### config.mk
export PLATFORM = sky130hd
export DESIGN_NAME = rom_download_packer
export DESIGN_NICKNAME = d
export VERILOG_FILES = /design/src/rtl/rom_download_packer.sv
export SDC_FILE = /design/constraint.sdc
export NUM_CORES = 1
export LEC_CHECK = 0
export CORE_UTILIZATION = 51
export DETAILED_ROUTE_END_ITERATION = 16
export PLACE_DENSITY = 0.86
export SLEW_MARGIN = 20
export SYNTH_ARGS = -nofsm -noshare
export SYNTH_HDL_FRONTEND = slang
export SYNTH_SLANG_ARGS = --single-unit
### constraint.sdc
create_clock -name clk -period 3.2 [get_ports clk]
set_clock_uncertainty 0.05 [all_clocks]
set_input_delay 0.32 -clock clk [delete_from_list [all_inputs] [get_ports clk]]
set_output_delay 0.32 -clock clk [all_outputs]
set_load 0.02 [all_outputs]
### src/rtl/rom_download_packer.sv
// rom_download_packer
//   Packs the byte-wide HPS ioctl ROM download into 32-bit little-endian
//   words and writes them to SDRAM through a req/ack request port. One
//   assembly register collects bytes of the current word and one output slot
//   holds the word being offered to SDRAM. ioctl_wait throttles the HPS so
//   that every accepted byte always has somewhere to go. done pulses once
//   after the download has ended and every word has been acknowledged.
//
// Ports
//   clk            system clock
//   reset          synchronous, active-high reset
//   ioctl_addr     byte address of the current download byte
//   ioctl_data     download byte
//   ioctl_wr       one-cycle strobe, byte valid
//   ioctl_download high for the duration of the download
//   ioctl_wait     high = HPS must not issue the next ioctl_wr
//   sdram_addr     word address of the pending write (BASE_ADDR + word index)
//   sdram_data     word of the pending write
//   sdram_we       write enable, follows sdram_req
//   sdram_req      request, held until acknowledged
//   sdram_ack      one-cycle acceptance of the current request
//   done           one-cycle pulse when the download is fully written
module rom_download_packer #(
   parameter int unsigned BASE_ADDR        = 0,
   parameter int unsigned IOCTL_ADDR_WIDTH = 20,
   parameter int unsigned SDRAM_ADDR_WIDTH = 23
) (
   input  logic                        clk,
   input  logic                        reset,
   input  logic [IOCTL_ADDR_WIDTH-1:0] ioctl_addr,
   input  logic [7:0]                  ioctl_data,
   input  logic                        ioctl_wr,
   input  logic                        ioctl_download,
   output logic                        ioctl_wait,
   output logic [SDRAM_ADDR_WIDTH-1:0] sdram_addr,
   output logic [31:0]                 sdram_data,
   output logic                        sdram_we,
   output logic                        sdram_req,
   input  logic                        sdram_ack,
   output logic                        done
);

   localparam int unsigned WA = IOCTL_ADDR_WIDTH - 2;

   typedef enum logic [1:0] {
      S_IDLE,
      S_LOAD,
      S_FLUSH,
      S_DONE
   } state_t;

   state_t state_q, state_d;

   // Assembly register. asm_cmp_q marks a complete word that could not yet
   // move into the slot (a lane-3 byte that arrived while the slot was busy).
   logic [31:0]                 asm_data_q, asm_data_d;
   logic [3:0]                  asm_mask_q, asm_mask_d;
   logic [WA-1:0]               asm_waddr_q, asm_waddr_d;
   logic                        asm_cmp_q, asm_cmp_d;

   // Output slot feeding the SDRAM request port.
   logic                        slot_q, slot_d;
   logic [31:0]                 slot_data_q, slot_data_d;
   logic [SDRAM_ADDR_WIDTH-1:0] slot_addr_q, slot_addr_d;

   logic [1:0]                  byte_lane;
   logic [WA-1:0]               byte_waddr;
   logic                        byte_v;
   logic                        new_word;
   logic                        slot_free;
   logic [3:0]                  lane_mask;
   logic [31:0]                 lane_data;
   logic [31:0]                 merged_data;
   logic                        out_valid;
   logic [31:0]                 out_data;
   logic [WA-1:0]               out_waddr;

   assign byte_lane  = ioctl_addr[1:0];
   assign byte_waddr = ioctl_addr[IOCTL_ADDR_WIDTH-1:2];
   assign byte_v     = (state_q == S_LOAD) && ioctl_wr;
   // A held word (partial or already complete) is pushed out before the
   // incoming byte starts a fresh assembly.
   assign new_word   = byte_v && (asm_mask_q != '0) &&
                       (asm_cmp_q || (byte_waddr != asm_waddr_q));
   // The slot can take a word if empty or being emptied by ack this cycle.
   assign slot_free  = !slot_q || sdram_ack;

   // ---------------------------------------------------------------- FSM
   always_ff @(posedge clk) begin
      if (reset) begin
         state_q <= S_IDLE;
      end else begin
         state_q <= state_d;
      end
   end

   always_comb begin
      state_d = state_q;
      case (state_q)
         S_IDLE:  if (ioctl_download) state_d = S_LOAD;
         S_LOAD:  if (!ioctl_download) state_d = S_FLUSH;
         S_FLUSH: if ((asm_mask_q == '0) && !slot_q) state_d = S_DONE;
         S_DONE:  state_d = S_IDLE;
         default: state_d = S_IDLE;
      endcase
   end

   always_comb begin
      ioctl_wait = slot_q && (asm_mask_q != '0);
      sdram_req  = slot_q;
      sdram_we   = slot_q;
      sdram_addr = slot_addr_q;
      sdram_data = slot_data_q;
      done       = (state_q == S_DONE);
   end

   // ------------------------------------------------------ byte placement
   always_comb begin
      lane_mask   = '0;
      lane_data   = '0;
      merged_data = asm_data_q;
      case (byte_lane)
         2'd0: begin
            lane_mask         = 4'b0001;
            lane_data[7:0]    = ioctl_data;
            merged_data[7:0]  = ioctl_data;
         end
         2'd1: begin
            lane_mask         = 4'b0010;
            lane_data[15:8]   = ioctl_data;
            merged_data[15:8] = ioctl_data;
         end
         2'd2: begin
            lane_mask          = 4'b0100;
            lane_data[23:16]   = ioctl_data;
            merged_data[23:16] = ioctl_data;
         end
         default: begin
            lane_mask          = 4'b1000;
            lane_data[31:24]   = ioctl_data;
            merged_data[31:24] = ioctl_data;
         end
      endcase
   end

   // ------------------------------------------------- assembly / slot next
   always_comb begin
      out_valid   = 1'b0;
      out_data    = asm_data_q;
      out_waddr   = asm_waddr_q;
      asm_data_d  = asm_data_q;
      asm_mask_d  = asm_mask_q;
      asm_waddr_d = asm_waddr_q;
      asm_cmp_d   = asm_cmp_q;

      if (state_q == S_IDLE) begin
         asm_data_d  = '0;
         asm_mask_d  = '0;
         asm_waddr_d = '0;
         asm_cmp_d   = 1'b0;
      end else if (new_word) begin
         out_valid = 1'b1;
         if (slot_free) begin
            asm_data_d  = lane_data;
            asm_mask_d  = lane_mask;
            asm_waddr_d = byte_waddr;
            asm_cmp_d   = (byte_lane == 2'd3);
         end
      end else if (byte_v) begin
         if (byte_lane == 2'd3) begin
            out_valid = 1'b1;
            out_data  = merged_data;
            out_waddr = byte_waddr;
            if (slot_free) begin
               asm_data_d  = '0;
               asm_mask_d  = '0;
               asm_cmp_d   = 1'b0;
            end else begin
               // Slot busy: park the completed word until the slot frees.
               asm_data_d  = merged_data;
               asm_mask_d  = asm_mask_q | lane_mask;
               asm_waddr_d = byte_waddr;
               asm_cmp_d   = 1'b1;
            end
         end else begin
            asm_data_d  = merged_data;
            asm_mask_d  = asm_mask_q | lane_mask;
            asm_waddr_d = byte_waddr;
         end
      end else if (asm_cmp_q || ((state_q == S_FLUSH) && (asm_mask_q != '0))) begin
         out_valid = 1'b1;
         if (slot_free) begin
            asm_data_d  = '0;
            asm_mask_d  = '0;
            asm_cmp_d   = 1'b0;
         end
      end
   end

   always_comb begin
      slot_d      = slot_q;
      slot_data_d = slot_data_q;
      slot_addr_d = slot_addr_q;
      if (out_valid && slot_free) begin
         slot_d      = 1'b1;
         slot_data_d = out_data;
         slot_addr_d = SDRAM_ADDR_WIDTH'(BASE_ADDR) + SDRAM_ADDR_WIDTH'(out_waddr);
      end else if (slot_q && sdram_ack) begin
         slot_d = 1'b0;
      end
   end

   always_ff @(posedge clk) begin
      if (reset) begin
         asm_data_q  <= '0;
         asm_mask_q  <= '0;
         asm_waddr_q <= '0;
         asm_cmp_q   <= 1'b0;
         slot_q      <= 1'b0;
         slot_data_q <= '0;
         slot_addr_q <= '0;
      end else begin
         asm_data_q  <= asm_data_d;
         asm_mask_q  <= asm_mask_d;
         asm_waddr_q <= asm_waddr_d;
         asm_cmp_q   <= asm_cmp_d;
         slot_q      <= slot_d;
         slot_data_q <= slot_data_d;
         slot_addr_q <= slot_addr_d;
      end
   end

endmodule

; Yosys cells after proc, flatten, opt, wreduce, memory -nomap -nowiden
; Cells that the tools add are included.
; Widths: inputs -> output; s select.
[word_totals]
ff_bits = 108
elab_cells = 102
latchBits = 0
memories = 0
rom_bits = 0
ramBits = 0
[classes]
bitwise_logic = 1
div_mod_pow = 0
n_eq_ne = 13
n_mux = 54
shifts = 0
n_mul = 0
n_addsub = 0
n_reduce_logical = 26
magnitude_cmp = 0
[op_table]
columns = operator, count
row1 = $mux 32, 11
row2 = $mux 18, 9
row3 = $mux 8, 8
row4 = $mux 4, 7
row5 = $ne 18x18->1, 1
row6 = $mux 1, 14
row7 = $pmux 4 s3, 1
row8 = $reduce_and 3->1, 3
row9 = $eq 2x2->1 const B, 4
row10 = $logic_and 1x1->1, 8
row11 = $pmux 2 s4, 1
row12 = $mux 2, 3
row13 = $ne 2x2->1 const B, 3
row14 = $reduce_bool 2->1, 3
row15 = $eq 2x1->1 const B, 2
row16 = $logic_not 2->1, 2
row17 = $logic_not 4->1, 1
row18 = $or 4x4->4, 1
row19 = $reduce_and 4->1, 1
row20 = $reduce_bool 4->1, 1
row21 = $logic_or 1x1->1, 3
row22 = $ne 3x1->1 const B, 1
row23 = $ne 3x3->1 const B, 1
row24 = $reduce_bool 3->1, 1
row25 = 4 further kinds, 4

; Depth between registers and ports, before layout
[logic_depth]
word_depth = 9
depth_mapped = 11
depth_no_buf = 9

; Least setup slack after synthesis
; No wires, ideal clock.
[synth_path]
kind = register to register
start = register state_q[1]
end = register slot_data_q[15] (netlist: sdram_data[15])
slack_ps = 981
setup_ps = 130
n_path_buf = 2
path_stages_with_launch = 12
arrival_ps = 2039
period_less_slack_ps = 2219
t_required_ps = 3020
cell_sequence = dfxtp_1 -> inv_1 -> ha_1 -> nand2_1 -> a31oi_1 -> o21ai_0 -> a21oi_1 -> nor2b_1 -> buf_2 -> buf_4 -> mux2i_1 -> nor2_1
[synth_via]
elab_chain_len = 8
elab_cells_between_ends = 16
classes_between = 2 x eq/ne / 7 x mux / 7 x reduce/logical
[synth_rtl]
columns = element, line
row1 = from (decl), 52  ; state_t state_q, state_d;
row2 = from (signal assigned), 93  ; state_q <= state_d;
row3 = $eq 2x2->1, 190  ; end else if (asm_cmp_q || ((state_q == S_FLUSH) && (asm_mask_q != '0))) begin
row4 = $logic_and 1x1->1, 190
row5 = $logic_or 1x1->1, 190
row6 = $mux 1, 190
row7 = $mux 1, 169  ; end else if (byte_v) begin
row8 = $mux 1, 161  ; end else if (new_word) begin
row9 = $mux 1, 156  ; if (state_q == S_IDLE) begin
row10 = $logic_and 1x1->1, 204  ; if (out_valid && slot_free) begin
row11 = to (signal assigned), 228  ; slot_data_q <= slot_data_d;
row12 = to (decl), 63  ; logic [31:0] slot_data_q, slot_data_d;
; Parallel ways exist; a longest one is shown, timed or not.
; A chain may end at the register's enable or synchronous reset.

; Final worst setup path
[layout_path]
start = register state_q[1]
end = register slot_data_q[9] (netlist: sdram_data[9])
; Same word-level chain as after synthesis.

==> impl_metrics.py <==
metrics = {
    "timing": {
        "finalCriticalPeriod_ns": 2.68,
        "max_clock_freq_mhz": 373,
        "max-slew-margin-rel_pct": 43.6,
        "tns_ns": 0,
        "rsz0062_at_grt": "no",
        "layout_setup_ws_ns": 0.518,
        "worst_pin_slew_ns": 0.839,
        "finalCritPeriodShare_pct": 83.8,
        "setup_viol": 0,
        "final-max-slew-violation-count": 0,
        "finalHoldViolCount": 0,
    },
    "floorplan": {
        "fp.dieH_um": 94.4,
        "die_area_um2": 8900,
        "start_util_pct": 52.9,
        "fp.dieW_um": 94.4,
        "io_pins": 92,
        "core-area_um2": 8220,
        "num_rows": 33,
    },
    "layout": {
        "final_cells": 594,
        "final_util_pct": 67.4,
        "multi_input_area_um2": 2060,
        "num-fill-cells": 623,
        "seqCellArea_um2": 2160,
        "drive_gt1_share_pct": 8.59,
        "area_delta_synth_final_pct": 27.2,
        "nets": 521,
        "antenna_cells": 0,
        "fin_area_um2": 5540,
    },
    "route": {
        "drt_iter0_drc": 246,
        "drcViolationCount": 0,
        "via_count": 3319,
        "avgRoutedWirePerCell_um": 16.6,
        "viasPerCell": 5.59,
        "drt_wl_total_um": 9890,
        "dr.pass1.iters": 4,
        "ant_nets": 0,
    },
    "cts": {
        "clk_latency_ns": 0.38,
        "cts_tree": "built",
        "htreeDepth": 3,
        "cts_buffer_depth": 2,
        "numCtsBuffers": 9,
        "root_buffer": "clkbuf_8",
        "ctsResizeCount": 0,
        "cts_setup_buffers": 0,
        "clk_transition_reported_paths_ns": 0.11,
        "cts_num_sinks": 108,
        "cts_hold_buffers": 0,
    },
    "global_routing": {
        "grt_max_degree": 30,
        "grt_overflow": 0,
        "track_usage_pct": 23.8,
        "grt_pass1_vias": 3282,
        "grt_first_pass_wirelength_um": 16300,
        "antenna_found_initial": 0,
    },
    "synthesis": {
        "synth_edf_count": 0,
        "synth_top_family_by_area": "multiplexers",
        "synth-async-reset-ratio_pct": 0,
        "avgSynthCellArea_um2": 10.9,
        "syn_inst": 399,
        "synthMuxAreaShare_pct": 16.1,
        "seq_area_frac_synth_pct": 49.7,
        "synth-simple-area-share_pct": 9.84,
        "synthAdderAreaFrac_pct": 1.15,
        "synth.distinct_cells": 40,
        "ys.flop_type": "dfxtp_1",
        "synth_area_um2": 4350,
        "yosysWarningCount": 0,
        "ys_ff_latch": 108,
        "synth_xor_area_share_pct": 3.83,
        "synth_compound_area_share_pct": 15.6,
    },
    "critical_path": {
        "r2r-start": "state_q[1]$_SDFFE_PP0P_",
        "worst_ep_arrival_time_ns": 2.90,
        "r2r_slack_ns": 0.52,
        "cpMaxStageDelayCell": "dfxtp_1",
        "crit_fanout": 17,
        "start_kind": "flop",
        "path_class": "flop to flop",
        "slowest_delay_ns": 0.36,
        "critPathCaptureType": "flop",
        "crit_required_ns": 3.41,
        "worstReg2RegEnd": "sdram_data[9]$_SDFFE_PP0P_",
        "path_cells": "inv_1 -> ha_1 -> nand2_1 -> a31oi_1 -> o21ai_0 -> a21oi_1 -> nor2b_2 -> buf_4 -> mux2i_1 -> nor2_1",
        "reg2regPathDepth": 10,
    },
    "min_path": {
        "min_path_type": "flop to flop",
        "min-delay-start": "sdram_addr[15]$_SDFFE_PP0P_",
        "min_path_cells": 1,
        "min_delay_worst_endpoint": "sdram_addr[15]$_SDFFE_PP0P_",
    },
    "power_and_ir_drop": {
        "p_leak_nw": 1.84,
        "internal-power_w": 0.00196,
        "p_sw_share_pct": 33.5,
        "ir_drop_v": 0.000306,
        "power_frac_comb_pct": 23.0,
        "net-switching-power_w": 0.000987,
        "pwr-share-clk_pct": 29.1,
        "powerDensity_nw_per_um2": 532,
        "p_seq_share_pct": 47.9,
    },
    "placed_design": {
        "dp_hpwl_um": 6900,
        "numPortBuffers": 86,
        "post-place-ws_ns": 0.300,
        "dp_cells": 578,
        "placed_area_um2": 5320,
        "gp_congestion": 0.839,
    },
    "job": {
        "max-cap-violations": 0,
    },
    "status": {
        "status": "complete, no violations",
    },
}
[cell usage in the layout (no fill, tap or decap), types with 2 or more instances in the layout]
| cell type | instances |
|---|---|
| inv_1 | 4 |
| nor2_1 | 52 |
| ha_1 | 4 |
| inv_6 | 2 |
| clkinv_8 | 3 |
| a32o_1 | 8 |
| clkdlybuf4s50_1 | 86 |
| nand4_1 | 4 |
| a21o_1 | 3 |
| o21ai_2 | 3 |
| mux2i_1 | 70 |
| conb_1 | 5 |
| o2bb2ai_1 | 26 |
| xnor2_1 | 19 |
| nor3_2 | 2 |
| nor3_1 | 2 |
| buf_4 | 9 |
| nor2b_1 | 4 |
| o21ai_0 | 4 |
| and2_1 | 2 |
| a21oi_1 | 5 |
| dfxtp_1 | 108 |
| or4_4 | 2 |
| nand3_1 | 4 |
| a22o_1 | 24 |
| clkbuf_8 | 9 |
| nand2b_1 | 2 |
| nand2_1 | 5 |
[cell usage after synthesis (3+ instances only)]
cell type / n / area, um^2
dfxtp_1: 108 / 2160
mux2i_1: 70 / 701
nor2_1: 52 / 195
o2bb2ai_1: 26 / 228
a22o_1: 24 / 210
xnor2_1: 19 / 166
buf_4: 11 / 82.6
clkbuf_1: 10 / 37.5
a32o_1: 8 / 80.1
a21oi_1: 5 / 25.0
buf_2: 5 / 25.0
nand2_1: 5 / 18.8
nor2b_1: 5 / 31.3
ha_1: 4 / 50.1
inv_1: 4 / 15.0
nand3_1: 4 / 20.0
nand4_1: 4 / 25.0
o21ai_0: 4 / 20.0
a21o_1: 3 / 22.5
nor3_1: 3 / 15.0
o21ai_2: 3 / 26.3
[worst max-delay path by stage]
stage,to,startpoint,slack (ns)
after detailed placement,asm_data_q[4]$_SDFFE_PP0P_,ioctl_addr[13],0.30
after floorplan,sdram_data[15]$_SDFFE_PP0P_,state_q[1]$_SDFFE_PP0P_,0.98
after CTS,sdram_data[9]$_SDFFE_PP0P_,state_q[1]$_SDFFE_PP0P_,0.56
after global placement,asm_data_q[0]$_SDFFE_PP0P_,ioctl_addr[13],0.35
final,sdram_data[9]$_SDFFE_PP0P_,state_q[1]$_SDFFE_PP0P_,0.52
after global routing,sdram_data[6]$_SDFFE_PP0P_,state_q[1]$_SDFFE_PP0P_,0.35
[power by group through the flow]
stage | clock (W) | combinational, W | sequential (W)
floorplan | 0 | 0.000466 | 0.00144
global placement | 0 | 0.000649 | 0.00144
detailed placement | 0 | 0.000668 | 0.00144
CTS | 0.000874 | 0.000673 | 0.00141
global route | 0.000924 | 0.000727 | 0.00142
finish | 0.000857 | 0.000679 | 0.00141
[worst max-delay path: cells and delay by family (launching register included)]
| family | cells | cell delay, ns |
|---|---|---|
| muxes | 1 | 0.24 |
| and+or+nand+nor | 3 | 0.55 |
| DFF | 1 | 0.36 |
| adders and majority gates | 1 | 0.22 |
| AOI/OAI and AO/OA | 3 | 0.73 |
| buffers and inverters | 2 | 0.41 |
[stage by stage]
step	total power [W]	hold WS, ns
6_report	0.00295	0.424
3_5_place_dp	0.00211	0.396
3_3_place_gp	0.00209	0.394
2_1_floorplan	0.00191	0.389
5_1_grt	0.00307	0.442
4_1_cts	0.00296	0.428
[layer usage]
layer | wire length (um) | share of wire [%] | GRT usage [%]
met1 | 4370 | 44 | 29.8
met2 | 4680 | 47 | 39.0
met3 | 679 | 6.9 | 6.12
met5 | 0 | 0 | 0
met4 | 157 | 1.6 | 9.36
[layout make-up]
type	instances	area share, %
multi-input combinational	265	37.3
sequential	108	39.1
tap	105	2.37
timing repair buffer	96	17.1
clock inverter	7	1.65
clock buffer	9	2.24
inverter	4	0.271
[logic make-up after synthesis]
group	count (synthesis)
buffers and inverters	30
DFF	108
adders and majority gates	4
other	1
and+or+nand+nor	87
AOI/OAI and AO/OA	80
muxes	70
xor gates and xnor gates	19
[registers in the layout, indices dropped and copies added (netlist names)]
name         cells
asm_data_q      32
sdram_data      32
asm_waddr_q     18
sdram_addr      18
asm_mask_q       4
state_q          2
asm_cmp_q        1
sdram_req        1
Note: power is estimated with default switching activity, not from simulation.
